`src/rtl/mips_pkg.sv`:
```
// rtl/mips_pkg.sv - shared MIPS field widths, opcode constants and skid-buffer state type
package mips_pkg;

  localparam int OPCODE_W = 6;
  localparam int REG_W    = 5;
  localparam int SHAMT_W  = 5;
  localparam int FUNCT_W  = 6;
  localparam int IMM_W    = 16;
  localparam int TARGET_W = 26;

  localparam logic [OPCODE_W-1:0] OP_RTYPE = 6'h00;

  typedef enum logic [1:0] {
    EMPTY,
    ONE,
    FULL
  } buf_state_e;

endpackage

```
`src/rtl/pipe_skid_buffer.sv`:
```
// rtl/pipe_skid_buffer.sv - generic two-entry valid/ready skid buffer with synchronous flush
module pipe_skid_buffer
  import mips_pkg::*;
#(
  parameter int PAYLOAD_W = 64
) (
  input  logic                 clock,
  input  logic                 reset_n,
  input  logic                 flush,
  input  logic                 in_valid,
  output logic                 in_ready,
  input  logic [PAYLOAD_W-1:0] in_data,
  output logic                 out_valid,
  input  logic                 out_ready,
  output logic [PAYLOAD_W-1:0] out_data
);

  buf_state_e           state;
  logic [PAYLOAD_W-1:0] head_data;
  logic [PAYLOAD_W-1:0] skid_data;
  logic                 head_valid;
  logic                 skid_valid;
  logic                 accept;
  logic                 consume;

  assign accept    = in_valid && in_ready;
  assign consume   = head_valid && out_ready;
  assign out_valid = head_valid;
  assign out_data  = head_data;

  // in_ready is a register that mirrors !skid_valid, so it stays low in FULL and during reset
  always_ff @(posedge clock or negedge reset_n) begin
    if (!reset_n) begin
      state      <= EMPTY;
      head_data  <= '0;
      skid_data  <= '0;
      head_valid <= 1'b0;
      skid_valid <= 1'b0;
      in_ready   <= 1'b0;
    end else if (flush) begin
      state      <= EMPTY;
      head_valid <= 1'b0;
      skid_valid <= 1'b0;
      in_ready   <= 1'b1;
    end else begin
      case (state)
        EMPTY: begin
          in_ready <= 1'b1;
          if (accept) begin
            head_data  <= in_data;
            head_valid <= 1'b1;
            state      <= ONE;
          end
        end
        ONE: begin
          if (accept && consume) begin
            head_data <= in_data;
          end else if (accept) begin
            skid_data  <= in_data;
            skid_valid <= 1'b1;
            in_ready   <= 1'b0;
            state      <= FULL;
          end else if (consume) begin
            head_valid <= 1'b0;
            state      <= EMPTY;
          end
        end
        FULL: begin
          if (consume) begin
            head_data  <= skid_data;
            skid_valid <= 1'b0;
            in_ready   <= 1'b1;
            state      <= ONE;
          end
        end
        default: begin
          state      <= EMPTY;
          head_valid <= 1'b0;
          skid_valid <= 1'b0;
          in_ready   <= 1'b1;
        end
      endcase
    end
  end

endmodule

```
`src/rtl/if_id_stage.sv`:
```
// rtl/if_id_stage.sv - MIPS IF/ID stage: skid-buffered fetch entries split into fields; IFID_STALL_COUNT_EN adds stallCount
module if_id_stage
  import mips_pkg::*;
#(
  parameter int DATA_W = 32,
  parameter int PC_W   = 32
) (
  input  logic                clock,
  input  logic                reset_n,
  input  logic                inValid,
  output logic                inReady,
  input  logic [DATA_W-1:0]   inInstr,
  input  logic [PC_W-1:0]     inPc,
  input  logic                flush,
  output logic                outValid,
  input  logic                outReady,
  output logic [PC_W-1:0]     outPc,
  output logic [OPCODE_W-1:0] opcode,
  output logic [REG_W-1:0]    rs,
  output logic [REG_W-1:0]    rt,
  output logic [REG_W-1:0]    rd,
  output logic [SHAMT_W-1:0]  shamt,
  output logic [FUNCT_W-1:0]  funct,
  output logic [IMM_W-1:0]    imm16,
  output logic [TARGET_W-1:0] target,
  output logic                isRType
`ifdef IFID_STALL_COUNT_EN
  ,
  output logic [31:0]         stallCount
`endif
);

  logic [PC_W+DATA_W-1:0] head_payload;
  logic [DATA_W-1:0]      instr;
  logic                   head_valid;

  pipe_skid_buffer #(
    .PAYLOAD_W(PC_W + DATA_W)
  ) u_skid (
    .clock    (clock),
    .reset_n  (reset_n),
    .flush    (flush),
    .in_valid (inValid),
    .in_ready (inReady),
    .in_data  ({inPc, inInstr}),
    .out_valid(head_valid),
    .out_ready(outReady),
    .out_data (head_payload)
  );

  assign outValid = head_valid;

  // An empty stage presents an all-zero word, which decodes as a NOP downstream
  assign instr = head_valid ? head_payload[DATA_W-1:0] : '0;
  assign outPc = head_valid ? head_payload[DATA_W +: PC_W] : '0;

  assign opcode  = instr[31:26];
  assign rs      = instr[25:21];
  assign rt      = instr[20:16];
  assign rd      = instr[15:11];
  assign shamt   = instr[10:6];
  assign funct   = instr[5:0];
  assign imm16   = instr[15:0];
  assign target  = instr[25:0];
  assign isRType = head_valid && (opcode == OP_RTYPE);

`ifdef IFID_STALL_COUNT_EN
  always_ff @(posedge clock or negedge reset_n) begin
    if (!reset_n) begin
      stallCount <= '0;
    end else if (head_valid && !outReady && (stallCount != 32'hFFFF_FFFF)) begin
      stallCount <= stallCount + 32'd1;
    end
  end
`endif

endmodule

```
`config.mk`:
```
export PLATFORM = sky130hd
export DESIGN_NAME = if_id_stage
export DESIGN_NICKNAME = d
export VERILOG_FILES = /design/src/rtl/mips_pkg.sv /design/src/rtl/pipe_skid_buffer.sv /design/src/rtl/if_id_stage.sv
export SDC_FILE = /design/constraint.sdc
export NUM_CORES = 1
export LEC_CHECK = 0
export ABC_CLOCK_PERIOD_IN_PS = 3300
export BUFFER_PORTS_ARGS = -buffer_cell sky130_fd_sc_hd__buf_2
export CORE_MARGIN = 2
export CORE_UTILIZATION = 56
export DETAILED_ROUTE_END_ITERATION = 7
export PLACE_DENSITY = 0.85
export SYNTH_ARGS = -nofsm -noshare
export SYNTH_HDL_FRONTEND = slang
export SYNTH_SLANG_ARGS = --single-unit
```
`constraint.sdc`:
```
create_clock -name clock -period 3.3 [get_ports clock]
set_clock_uncertainty 0.05 [all_clocks]
set_input_delay 0.165 -clock clock [delete_from_list [all_inputs] [get_ports clock]]
set_output_delay 0.165 -clock clock [all_outputs]
set_load 0.03 [all_outputs]
```
# After elaboration in Yosys (flattened, before gate mapping)
# Cells that the tools add are included.
[totals] input_bits=69 ff_bits=132 word_cells=56 out_inout_bits=109
[op_classes] reduce_logical=12 n_eq_ne=13 bitwise=2 n_mux=24
[op_table] op="$mux W64" count=3
[op_table] op="$pmux W64 S3" count=1
[op_table] op="$mux W32" count=2
[op_table] op="$mux W2" count=6
[op_table] op="$ne A3 B2 Y1 const B" count=4
[op_table] op="$reduce_and A5 Y1" count=2
[op_table] op="$mux W1" count=9
[op_table] op="$reduce_and A4 Y1" count=2
[op_table] op="$logic_not A6 Y1" count=1
[op_table] op="$ne A2 B1 Y1 const B" count=3
[op_table] op="$ne A3 B3 Y1 const B" count=2
[op_table] op="$pmux W2 S3" count=1
[op_table] op="$logic_and A1 B1 Y1" count=4
[op_table] op="$ne A4 B2 Y1 const B" count=1
[op_table] op="$pmux W1 S3" count=1
[op_table] op="$reduce_and A3 Y1" count=1
[op_table] op="$reduce_bool A3 Y1" count=1
[op_table] op="$eq A2 B1 Y1 const B" count=1
[op_table] op="$eq A2 B2 Y1 const B" count=1
[op_table] op="$logic_not A2 Y1" count=1
[op_table] op="$ne A2 B2 Y1 const B" count=1
[op_table] op="$not A1 Y1" count=2
[op_table] op="$pmux W1 S2" count=1

# Longest topological paths before layout
[depth] ltp_word=6 ltp_mapped=6 mapped_depth_nobuf=4

# Cells and area by module
# A second synthesis with hierarchy kept.
[hier_totals] cells_unflattened=484 area_unflattened_um2=6687.7
[modules_own_cells] module="pipe_skid_buffer" n_inst=1 area_each_um2=5909.4 seq_area_each_um2=3303.2 cells_each=369
[modules_own_cells] module="if_id_stage" n_inst=1 area_each_um2=778.2 seq_area_each_um2=0.0 cells_each=115

# Least setup slack after synthesis
# No wires, ideal clock.
[synth_path] path_type="register to output" start="reg u_skid.head_data[28] (netlist: u_skid.out_data[28])" end="out isRType" arrival_time_ns=1.776 path_buffers=0 path_stages_with_launch=3 path_slack_ns=1.309 required_ns=3.085 cell_sequence="dfrtp_1 -> or4_1 -> nor4_1"
[synth_between] elab_chain_len=3
[synth_rtl] element="from (decl)" line="pipe_skid_buffer.sv:19" rtl="logic [PAYLOAD_W-1:0] head_data;"
[synth_rtl] element="from (signal assigned)" line="pipe_skid_buffer.sv:50" rtl="head_data <= in_data;"
[synth_rtl] element="from (signal assigned)" line="pipe_skid_buffer.sv:57" rtl="head_data <= in_data;"
[synth_rtl] element="from (signal assigned)" line="pipe_skid_buffer.sv:70" rtl="head_data <= skid_data;"
[synth_rtl] element="$mux W32" line="if_id_stage.sv:54" rtl="assign instr = head_valid ? head_payload[DATA_W-1:0] : '0;"
[synth_rtl] element="$logic_not A6 Y1" line="if_id_stage.sv:65" rtl="assign isRType = head_valid && (opcode == OP_RTYPE);"
[synth_rtl] element="$logic_and A1 B1 Y1" line="if_id_stage.sv:65"
[synth_rtl] element="to (decl)" line="if_id_stage.sv:26" rtl="output logic isRType"
# No other way between the ends.

# Worst setup path after layout
[layout_path] start="reg u_skid.state[1]" end="reg u_skid.skid_data[55]"
[layout_between] elab_chain_len=2
[layout_rtl] element="from (decl)" line="pipe_skid_buffer.sv:18" rtl="buf_state_e state;"
[layout_rtl] element="from (signal assigned)" line="pipe_skid_buffer.sv:34" rtl="state <= EMPTY;"
[layout_rtl] element="from (signal assigned)" line="pipe_skid_buffer.sv:41" rtl="state <= EMPTY;"
[layout_rtl] element="from (signal assigned)" line="pipe_skid_buffer.sv:52" rtl="state <= ONE;"
[layout_rtl] element="$eq A2 B1 Y1" line="pipe_skid_buffer.sv:46" rtl="case (state)"
[layout_rtl] element="$reduce_and A4 Y1 (no source line)"
[layout_rtl] element="to (signal assigned)" line="pipe_skid_buffer.sv:59" rtl="skid_data <= in_data;"
[layout_rtl] element="to (decl)" line="pipe_skid_buffer.sv:20" rtl="logic [PAYLOAD_W-1:0] skid_data;"
# No other way between the ends.
# A chain may end at the register's enable or synchronous reset.

==> impl_metrics.ini <==
[setup_path]
critical_path.cell_chain = and2b_1 > nand4_4 > buf_4 > mux2_1
end_kind = flop
worst_path_largest_cell_delay_ns = 0.56
start_kind = flop
crit_arrival_ns = 2.68
cp_data_required_time_ns = 3.64
crit_type = flop to flop
critical_path.max_fanout = 37
worst_setup_path_startpoint = u_skid.state[1]
slowest_stage = sky130_fd_sc_hd__nand4_4
critical_path.reg2reg.startpoint = u_skid.state[1]

[detailed_routing]
route.detailed.drc = 0
route.met3.wl_um = 922
route.antenna.remaining_nets = 0
drt_iter0_markers = 284
avgViaCountPerCell = 5.369
wl_met2_mm = 7.883
top_signal_layer_used = met4
firstDrtPassIters = 5
via_count = 5203
routedLengthMet1_mm = 6.001
routed_wirelength_mm = 15.03
wl_per_cell_um = 15.51

[logic_synthesis]
netlist_area_um2 = 6279
ys_ff_latch = 132
syn-num-nets = 695
synth_cell_types = 28
synth.top_cells.by_area = sky130_fd_sc_hd__dfrtp_1 53%, sky130_fd_sc_hd__mux2_2 11%, sky130_fd_sc_hd__nand2_1 7.7%, sky130_fd_sc_hd__a31oi_1 6.4%, sky130_fd_sc_hd__and2_1 6.4%
post_synth.cell_area_avg_um2 = 10.03
synth_top_cell_area_share_pct = 52.61
synth.yosys.warnings = 0
netlist.top_cell.by_area = sky130_fd_sc_hd__dfrtp_1
netlist_instances = 626
synth_seq_area_share_pct = 52.61

[floorplanning]
die_area_um2 = 12070
num_rows = 38
top_level_ports = 178
core_area_um2 = 10890
die-width_um = 109.9
fp.dieH_um = 109.9
start_util_pct = 57.66

[final_layout]
layout.cells.most_common_list = 176 x sky130_fd_sc_hd__buf_2, 131 x sky130_fd_sc_hd__dfrtp_1, 129 x sky130_fd_sc_hd__nand2_1
postLayoutCoreUtil_pct = 75.20
nets = 885
antenna-diode-count = 0
nFillCells = 752
finish.instance_area_um2 = 8188
multi_input_logic_area_um2 = 2444
layout.cells.non_filler = 969
flow.area_growth_from_synthesis_pct = 30.41
sequential_standard_cell_area_um2 = 3304
final_common_cell = sky130_fd_sc_hd__buf_2
layout-drive-gt1-share_pct = 34.02

[timing]
timing_max_transition_violations_final = 0
layout_setup_ws_ns = 0.9596
fmaxAchievable_mhz = 427.3
hold_ws_ns = 0.2540
worst-slew-pin-transition_ns = 0.8873
grt_setup_unrepaired = no
count_of_endpoints_failing_hold_in_the_final_timing_report = 0
setup_viol = 0
fin_crit_sh_pct = 70.92
fin_crit_ns = 2.340
final.setup.tns_ns = 0
relSlewSlack_pct = 40.85

[placement]
place_ws_ns = 0.9733
post_dp_cell_area_um2 = 6899
place.gp.congestion = 0.7795
place.detailed.hpwl_mm = 8.993
place.detailed.instances = 869
port_buffers = 177

[clocking]
tritoncts = built
worstSkewPairLatency_ns = 0.51
clk_pin_slew_worst_paths_ns = 0.06
cts_sinks = 132
htree_num_levels = 4
post_cts_setup_buffer_count = 0
cts_max_path_buffers = 2
clock_tree.root_cell = sky130_fd_sc_hd__clkbuf_8
cts-buffers-inserted = 17

[global_routing]
grt_first_pass_wirelength_mm = 24.18
antenna_violations_before_repair = 0
overflow = 0
grt_start_max_net_pins = 95
grt_use_total_pct = 25.92
first_global_vias = 5165

[pwr]
vdd_drop_max_v = 0.0004380
power.density_nw_per_um2 = 793.8
post-layout-total-power_mw = 6.499
static-leakage-power_nw = 3.954

[min_path]
timing.hold.worst.class = input pin to async pin

[status]
status = finished, final reports clean

[job]
maxCapViolCount = 0
[repair_timing]
item,CTS,global route
resized for setup,0,0
hold buffers,68,0
endpoints found under the hold margin,200,0
[worst max-delay path: cells and delay by family (launching register included)]
family        cells  cell delay (ns)
buf+inv           1             0.48
mux               1             0.34
flops             1             0.44
simple gates      2             0.88
[state kept, by name (all words and copies together), names as in the netlist]
name and count:
u_skid.in_ready 1, u_skid.out_data 64, u_skid.out_valid 1, u_skid.skid_data 64
u_skid.state 2
[cell type report]
class                   instances  area share (%)
flip-flops and latches        132           40.36
multi-input cells             409           29.84
repair buffers                254           20.14
clock buffers                  20           5.562
well taps                     140           2.139
clock inverters                12           1.864
inverters                       2         0.09169
[worst paths after layout]
check	end	slack [ns]	depth (start not counted)
max	u_skid.skid_data[55]	0.96	4
min	u_skid.out_data[21]	0.25	2
max reg2reg	u_skid.skid_data[55]	0.96	4
min reg2reg	u_skid.skid_data[26]	0.45	1
max in group asynchronous	u_skid.skid_data[49]	1.97	3
min in group clock	u_skid.skid_data[40]	0.39	3
[per-layer routing]
metal / track usage (%) / up-vias
met3: 6.106 / 25
met2: 45.79 / 200
met4: 9.132 / 0
met5: 0 / -
met1: 30.80 / 2555
li1: - / 2423
[cells in the mapped netlist]
library cell and number:
sky130_fd_sc_hd__buf_2 10, sky130_fd_sc_hd__and2_1 64, sky130_fd_sc_hd__nand3b_1 1, sky130_fd_sc_hd__a2bb2oi_1 3, sky130_fd_sc_hd__inv_1 2, sky130_fd_sc_hd__a32oi_1 1
sky130_fd_sc_hd__clkbuf_1 19, sky130_fd_sc_hd__a31oi_1 64, sky130_fd_sc_hd__dfrtp_1 132, sky130_fd_sc_hd__nand2b_1 1, sky130_fd_sc_hd__or4_1 1, sky130_fd_sc_hd__and2b_1 1
sky130_fd_sc_hd__a21boi_0 2, sky130_fd_sc_hd__nor2b_1 2, sky130_fd_sc_hd__buf_4 50, sky130_fd_sc_hd__a21oi_1 2, sky130_fd_sc_hd__nand2_1 129, sky130_fd_sc_hd__xnor2_1 1
sky130_fd_sc_hd__o21bai_1 1, sky130_fd_sc_hd__buf_6 4, sky130_fd_sc_hd__nor2_1 67, sky130_fd_sc_hd__a211oi_2 1, sky130_fd_sc_hd__o22ai_1 1, sky130_fd_sc_hd__mux2_2 59
sky130_fd_sc_hd__mux2_1 5, sky130_fd_sc_hd__nor4_1 1, sky130_fd_sc_hd__nand4_4 1, sky130_fd_sc_hd__nand3_1 1
[where the power goes]
part | total (mW) | internal (mW) | switching [mW]
Combinational | 1.96 | 0.808 | 1.15
Clock | 1.91 | 1.21 | 0.698
Sequential | 2.63 | 2.28 | 0.354
Total | 6.50 | 4.30 | 2.20
[logic make-up (layout without fill, tap and decap cells)]
group | after synthesis | in the layout | synth area share, %
compound gates | 75 | 75 | 7.752
xor+xnor | 1 | 1 | 0.1395
buf+inv | 85 | 288 | 8.749
flops | 132 | 132 | 52.61
mux | 64 | 64 | 11.48
simple gates | 269 | 269 | 19.27
(Power assumes the default switching activity.)
